$ cat src/rtl/hub75_top.sv
// HUB75 panel scan driver for four channels with a built-in test pattern.
// Rows are selected by walking a single one through an external shift register; colour depth comes from binary-weighted bit planes.
module hub75_top #(
   parameter int COLS = 64,
   parameter int ROWS = 16,
   parameter int BITS = 4,
   parameter int BASE = 8
) (
   input  logic clk,
   input  logic rst,
   output logic r1,
   output logic g1,
   output logic b1,
   output logic r2,
   output logic g2,
   output logic b2,
   output logic r3,
   output logic g3,
   output logic b3,
   output logic r4,
   output logic g4,
   output logic b4,
   output logic row_clk,
   output logic row_data,
   output logic clk_out,
   output logic lat,
   output logic blank
);

   localparam int CLW = $clog2(COLS);
   localparam int RW  = $clog2(ROWS);
   localparam int PW  = $clog2(BITS);
   localparam int CW  = $clog2(BASE << BITS);

   typedef enum logic [1:0] {ROW_SEL, SHIFT, LATCH, DISPLAY} state_t;

   state_t         state_reg, state_next;
   logic [CLW-1:0] col_reg, col_next;
   logic [RW-1:0]  row_reg, row_next;
   logic [PW-1:0]  plane_reg, plane_next;
   logic [7:0]     frame_reg, frame_next;
   logic [CW-1:0]  cyc_reg, cyc_next;
   logic           phase_reg, phase_next;

   logic [3:0] r_reg, r_next, g_reg, g_next, b_reg, b_next;
   logic       row_clk_reg, row_clk_next, row_data_reg, row_data_next;
   logic       clk_out_reg, clk_out_next, lat_reg, lat_next, blank_reg, blank_next;

   logic [3:0]    r_val, g_val;
   logic          r_pat, g_pat;
   logic [3:0]    b_pat;
   logic [CW-1:0] disp_last;

   assign r_val = col_reg[5:2];
   assign g_val = row_reg[3:0];
   assign r_pat = r_val[plane_reg];
   assign g_pat = g_val[plane_reg];
   assign disp_last = CW'((BASE << plane_reg) - 1);

   // Blue differs per channel: the frame's high nibble XOR the channel index.
   generate
      for (genvar gi = 0; gi < 4; gi++) begin : g_blue
         logic [3:0] b_val;
         assign b_val     = frame_reg[7:4] ^ 4'(gi);
         assign b_pat[gi] = b_val[plane_reg];
      end
   endgenerate

   // Outputs are computed from the current state and registered, so pins lag the state register by one clock.
   always_comb begin
      state_next    = state_reg;
      col_next      = col_reg;
      row_next      = row_reg;
      plane_next    = plane_reg;
      frame_next    = frame_reg;
      cyc_next      = cyc_reg;
      phase_next    = phase_reg;
      r_next        = '0;
      g_next        = '0;
      b_next        = '0;
      row_clk_next  = 1'b0;
      row_data_next = 1'b0;
      clk_out_next  = 1'b0;
      lat_next      = 1'b0;
      blank_next    = 1'b1;
      case (state_reg)
         ROW_SEL: begin
            row_data_next = (row_reg == '0);
            row_clk_next  = (cyc_reg == CW'(1));
            if (cyc_reg == CW'(1)) begin
               state_next = SHIFT;
               cyc_next   = '0;
               plane_next = '0;
               col_next   = '0;
               phase_next = 1'b0;
            end else begin
               cyc_next = cyc_reg + CW'(1);
            end
         end
         SHIFT: begin
            r_next       = {4{r_pat}};
            g_next       = {4{g_pat}};
            b_next       = b_pat;
            clk_out_next = phase_reg;
            phase_next   = ~phase_reg;
            if (phase_reg) begin
               if (col_reg == CLW'(COLS - 1)) begin
                  col_next   = '0;
                  state_next = LATCH;
               end else begin
                  col_next = col_reg + CLW'(1);
               end
            end
         end
         LATCH: begin
            lat_next   = 1'b1;
            cyc_next   = '0;
            state_next = DISPLAY;
         end
         DISPLAY: begin
            blank_next = 1'b0;
            if (cyc_reg == disp_last) begin
               cyc_next   = '0;
               col_next   = '0;
               phase_next = 1'b0;
               if (plane_reg == PW'(BITS - 1)) begin
                  plane_next = '0;
                  state_next = ROW_SEL;
                  if (row_reg == RW'(ROWS - 1)) begin
                     row_next   = '0;
                     frame_next = frame_reg + 8'd1;
                  end else begin
                     row_next = row_reg + RW'(1);
                  end
               end else begin
                  plane_next = plane_reg + PW'(1);
                  state_next = SHIFT;
               end
            end else begin
               cyc_next = cyc_reg + CW'(1);
            end
         end
         default: state_next = ROW_SEL;
      endcase
   end

   always_ff @(posedge clk or negedge rst) begin
      if (!rst) begin
         state_reg    <= ROW_SEL;
         col_reg      <= '0;
         row_reg      <= '0;
         plane_reg    <= '0;
         frame_reg    <= '0;
         cyc_reg      <= '0;
         phase_reg    <= 1'b0;
         r_reg        <= '0;
         g_reg        <= '0;
         b_reg        <= '0;
         row_clk_reg  <= 1'b0;
         row_data_reg <= 1'b0;
         clk_out_reg  <= 1'b0;
         lat_reg      <= 1'b0;
         blank_reg    <= 1'b1;
      end else begin
         state_reg    <= state_next;
         col_reg      <= col_next;
         row_reg      <= row_next;
         plane_reg    <= plane_next;
         frame_reg    <= frame_next;
         cyc_reg      <= cyc_next;
         phase_reg    <= phase_next;
         r_reg        <= r_next;
         g_reg        <= g_next;
         b_reg        <= b_next;
         row_clk_reg  <= row_clk_next;
         row_data_reg <= row_data_next;
         clk_out_reg  <= clk_out_next;
         lat_reg      <= lat_next;
         blank_reg    <= blank_next;
      end
   end

   assign {r4, r3, r2, r1} = r_reg;
   assign {g4, g3, g2, g1} = g_reg;
   assign {b4, b3, b2, b1} = b_reg;
   assign row_clk  = row_clk_reg;
   assign row_data = row_data_reg;
   assign clk_out  = clk_out_reg;
   assign lat      = lat_reg;
   assign blank    = blank_reg;

endmodule

$ cat config.mk
export PLATFORM = sky130hd
export DESIGN_NAME = hub75_top
export DESIGN_NICKNAME = d
export VERILOG_FILES = /design/src/rtl/hub75_top.sv
export SDC_FILE = /design/constraint.sdc
export NUM_CORES = 1
export LEC_CHECK = 0
export BUFFER_PORTS_ARGS = -buffer_cell sky130_fd_sc_hd__buf_2
export CORE_MARGIN = 5
export CORE_UTILIZATION = 48
export CTS_CLUSTER_SIZE = 16
export DETAILED_ROUTE_END_ITERATION = 12
export GPL_ROUTABILITY_DRIVEN = 0
export PLACE_DENSITY = 0.66
export SYNTH_ARGS = -nofsm -noshare
export SYNTH_HDL_FRONTEND = slang
export SYNTH_SLANG_ARGS = --single-unit
$ cat constraint.sdc
create_clock -name clk -period 2.45 [get_ports clk]
set_clock_uncertainty 0.05 [all_clocks]
set_input_delay 0.49 -clock clk [delete_from_list [all_inputs] [get_ports clk]]
set_output_delay 0.49 -clock clk [all_outputs]
set_load 0.02 [all_outputs]
# After elaboration in Yosys (flattened, before gate mapping)

Index checks and enable logic that the tools add are counted.

Add/sub/neg operators: 6
Order comparisons: 1
Eq/ne operators: 12
Shifts and indexed selects: 1
Mux-type cells: 42
Bitwise gates (word level): 4
Reductions and logical operators: 11

Operators with widths:

| kind                | number |
|---|---|
| $mux 6              | 4 |
| $pmux 7 s3          | 1 |
| $pmux 6 s3          | 1 |
| $mux 4              | 4 |
| $mux 1              | 14 |
| $mux 2              | 7 |
| $mux 7              | 2 |
| $bmux 1 s2          | 6 |
| $reduce_and 4->1    | 3 |
| $reduce_and 3->1    | 3 |
| $add 8x1->8 const B | 1 |
| $ne 2x2->1 const B  | 4 |
| $pmux 2 s4          | 1 |
| $add 7x1->7 const B | 1 |
| $eq 7x1->1 const B  | 1 |
| $eq 7x7->1          | 1 |
| $shl 4x2->7 const A | 1 |
| $sub 7x2->7 const B | 1 |
| $add 6x1->6 const B | 1 |
| $eq 2x2->1 const B  | 3 |
| $eq 6x6->1 const B  | 1 |
| $reduce_bool 3->1   | 2 |
| $add 4x1->4 const B | 1 |
| $eq 4x4->1 const B  | 1 |
| other kinds (10)    | 12 |

Register bits after elaboration: 47
Input bits: 2
Output and inout port bits: 17
Word-level logic and storage cells: 92

# Logic depth before layout (Yosys ltp)

Depth in word-level cells: 5
Depth in mapped cells: 9
Mapped depth without buffers: 7

# Least setup slack after synthesis

No wires, ideal clock.

Path kind: reg-to-reg
Start point: reg plane_reg[1]
End point: reg state_reg[0]
Setup time: 0.138 ns
Data arrival time: 2.083 ns
Data required time: 2.262 ns
Path slack: 0.179 ns
Stages on the path, launching flop included: 10
Buffers on the path: 2
Period minus slack after synthesis: 2.271 ns
Cells stage by stage: dfrtp_1 clkbuf_1 inv_1 ha_1 xnor2_1 mux2i_1 a21oi_1 clkbuf_1 o41ai_1 o41ai_1

Cells in the longest elaborated chain, start to end: 5
Elaborated cells on any way between the ends: 9
Classes of those cells: add/sub: 1; eq/ne: 3; shift: 1; mux: 3; reduce/logical: 1

RTL lines:

| what                       | RTL line | text |
|---|---|---|
| from (decl)                | 40       | `logic [PW-1:0] plane_reg, plane_next;` |
| from (signal assigned)     | 168      | `plane_reg <= plane_next;` |
| $shl 4x2->7                | 58       | `assign disp_last = CW'((BASE << plane_reg) - 1);` |
| $sub 7x2->7                | 58       |  |
| $eq 7x7->1                 | 122      | `if (cyc_reg == disp_last) begin` |
| $ne 2x2->1 (no line)       | --       |  |
| $reduce_and 4->1 (no line) | --       |  |
| to (signal assigned)       | 165      | `state_reg <= state_next;` |
| to (decl)                  | 37       | `state_t state_reg, state_next;` |

Several ways; a longest one is shown, not always the timed one. The select of a mux whose other input is x is not followed.
A chain may end at the register's enable or synchronous reset.

# Final worst setup path

Start point: reg plane_reg[1]
End point: reg frame_reg[1]

Cells in the longest elaborated chain, start to end: 4
Elaborated cells on any way between the ends: 5
Classes of those cells: add/sub: 1; eq/ne: 2; shift: 1; reduce/logical: 1

RTL lines:

| what                         | RTL line | text |
|---|---|---|
| $shl 4x2->7                  | 58       |  |
| $sub 7x2->7                  | 58       |  |
| $eq 7x7->1                   | 122      |  |
| $reduce_and 4->1 (no line) * | --       |  |
| to (signal assigned)         | 169      | `frame_reg <= frame_next;` |
| to (decl)                    | 41       | `logic [7:0] frame_reg, frame_next;` |

Every way passes the cells marked *; elsewhere a longest branch is shown, timed or not.

==> impl_metrics.py <==
metrics = {
    "outcome": {
        "status": "complete, no violations",
    },
    "layout": {
        "areaGrowthSynthToFinish_pct": 12.5,
        "multi_input_area_um2": 1110,
        "largest_reg_flops": 8,
        "diodes": 0,
        "seq_area_um2": 1030,
        "finish.utilization": 0.569,
        "drive_above_1_share": 0.203,
        "finalInstanceArea_um2": 2530,
        "fillers": 393,
        "nNetsFinal": 253,
    },
    "synthesis": {
        "ys_seq_elements": 41,
        "synth_nets": 233,
        "synth.avg_cell_area_um2": 10.4,
        "synth_ff_type": "dfrtp_1",
        "yosysMostFrequentCell": "dfrtp_1",
        "synth_edf_count": 0,
        "syn_inst": 216,
        "synth_top_area_cell": "dfrtp_1",
        "yosysWarningCount": 0,
        "ys_types": 47,
        "syn_area_um2": 2250,
        "yosysTopAreaCellShare": 0.445,
        "ys_seq_area_frac": 0.457,
        "async_flop_share": 1.00,
        "synthTopCellsByArea": "dfrtp_1 45%, ha_1 8.4%, xor2_1 3.5%, o21ai_0 2.9%, mux2_2 2.5%",
        "yosys-top-cells-count": "40 x dfrtp_1, 15 x ha_1, 15 x nor2_1",
    },
    "global_route": {
        "grt_pass1_wl_mm": 7.23,
        "grt_max_degree": 27,
        "grt_pass1_vias": 1516,
        "antenna_found_initial": 0,
        "grt-ovfl-total": 0,
        "grt_usage": 0.146,
    },
    "detailed_routing": {
        "first_pass_iters": 4,
        "wl_per_cell_um": 13.8,
        "routed_wl_mm": 3.99,
        "drc": 0,
        "viasPerCell": 5.48,
        "drt_iter0_drc": 53,
        "dr_total_vias": 1583,
        "ant_nets": 0,
    },
    "sta": {
        "holdWs_ns": 0.129,
        "maxSlewViolCount": 0,
        "setup_viol_count_final": 0,
        "rsz0062_at_grt": "false",
        "tightestPinTransition_ns": 0.570,
        "timing.final.crit_period_ns": 2.24,
        "fin_ws_ns": 0.207,
        "finalCritPeriodShare": 0.915,
        "finalSetupTns_ns": 0,
        "relSlewSlack": 0.620,
        "fmax_mhz": 446,
        "finalHoldViolCount": 0,
    },
    "power": {
        "clkPwrFrac": 0.486,
        "sw_frac_of_total": 0.191,
        "comb_power_share": 0.012,
        "ir_drop_mv": 0.382,
        "p_int_w": 0.00109,
        "p_per_area_nw_per_um2": 533,
        "seq_power_share": 0.502,
        "p_switching_w": 0.000257,
        "power.leakage_nw": 1.21,
    },
    "critical_path": {
        "end_kind": "flip-flop",
        "crit_type": "reg2reg",
        "startpoint_type": "flip-flop",
        "required_ns": 2.58,
        "cp_data_arrival_time_ns": 2.37,
        "worstPathMaxFanout": 5,
    },
    "clock_tree": {
        "clock_path_buffers": 2,
        "cts_setup_buffers": 0,
        "htreeDepth": 2,
        "tritoncts": "done",
        "cts_hold_buffers": 0,
        "ctsResizeCount": 0,
        "numCtsBuffers": 5,
        "ctsRootBufferMaster": "clkbuf_8",
        "clock_sinks": 41,
        "clkTransAtPathRegs_ns": 0.08,
        "clk_latency_ns": 0.30,
    },
    "flow_run": {
        "max-cap-violations": 0,
    },
    "placement": {
        "io_buffers": 18,
        "place_area_um2": 2390,
        "dpl.hpwl_mm": 2.90,
        "place_ws_ns": 0.129,
    },
    "floorplan": {
        "start_util": 0.506,
        "dieArea_um2": 6150,
        "coreArea_um2": 4440,
        "io_pins": 19,
        "fp-row-count": 24,
        "die_h_um": 78.4,
        "dieWidth_um": 78.4,
    },
    "min_path": {
        "hp-class": "in2async",
    },
}
==> layout make-up <==
class,count,share of cell area
inverter,12,0.0178
timing repair buffer,25,0.0564
tap,52,0.0257
sequential,41,0.406
multi-input combinational,151,0.439
clock inverter,3,0.0272
clock buffer,5,0.0272
==> stage by stage <==
| step | total power (W) | std cells |
|---|---|---|
| final | 0.00135 | 289 |
| after global routing | 0.00139 | 289 |
| after CTS | 0.00137 | 289 |
| after detailed placement | 0.000707 | 281 |
| after floorplan | 0.000690 | 216 |
| after global placement | 0.000707 | 281 |
==> kinds of logic after synthesis <==
logic type,share of synthesized area
mux,0.0585
simple gates,0.180
fa+ha+maj,0.0835
buf+inv,0.0507
xor+xnor,0.0546
compound gates,0.116
flops,0.457
==> worst max-delay path: stages, from the launching register on <==
cell	delay, ns
dfrtp_1	0.42
inv_1	0.11
ha_1	0.21
xnor2_1	0.20
mux2i_1	0.28
nand4_1	0.25
nor2_1	0.26
mux2_2	0.35
==> path summary, 6_finish.rpt <==
check / startpoint / endpoint / slack [ns] / cells after the start
worst max-delay path: plane_reg[1] / frame_reg[1] / 0.21 / 7
worst min-delay path: rst / lat / 0.13 / 1
worst max register to register: plane_reg[1] / frame_reg[1] / 0.21 / 7
worst min register to register: frame_reg[7] / frame_reg[7] / 0.42 / 1
max in group asynchronous: rst / blank / 1.58 / 2
min in group clk: frame_reg[7] / frame_reg[7] / 0.42 / 1
==> layer usage <==
layer,vias up,wire (µm),track usage
met4,0,73,0.0577
met2,30,1830,0.225
li1,784,-,-
met1,761,1950,0.205
met5,-,0,0
met3,8,138,0.0275
==> layout by cell type, fill, tap and decap left out, types with 4 or more instances in the layout <==
cell / n
o21ai_0: 13
clkbuf_8: 5
xnor2_1: 5
dfrtp_1: 40
and2_1: 4
mux2_2: 5
nand2_1: 10
o21ai_1: 5
buf_4: 7
nor3_1: 7
nor2_1: 15
xor2_1: 9
buf_2: 18
inv_1: 12
ha_1: 15
nand2b_1: 4
nand3_1: 8
==> power by group through the flow <==
stage | sequential (W) | combinational (W) | clock [W]
4_1_cts | 0.000676 | 0.0000171 | 0.000672
6_report | 0.000676 | 0.0000158 | 0.000654
2_1_floorplan | 0.000690 | 0.000000000550 | 0
5_1_grt | 0.000676 | 0.0000193 | 0.000695
3_3_place_gp | 0.000690 | 0.0000170 | 0
3_5_place_dp | 0.000690 | 0.0000171 | 0
No activity file was read; power rests on OpenSTA's default activity.
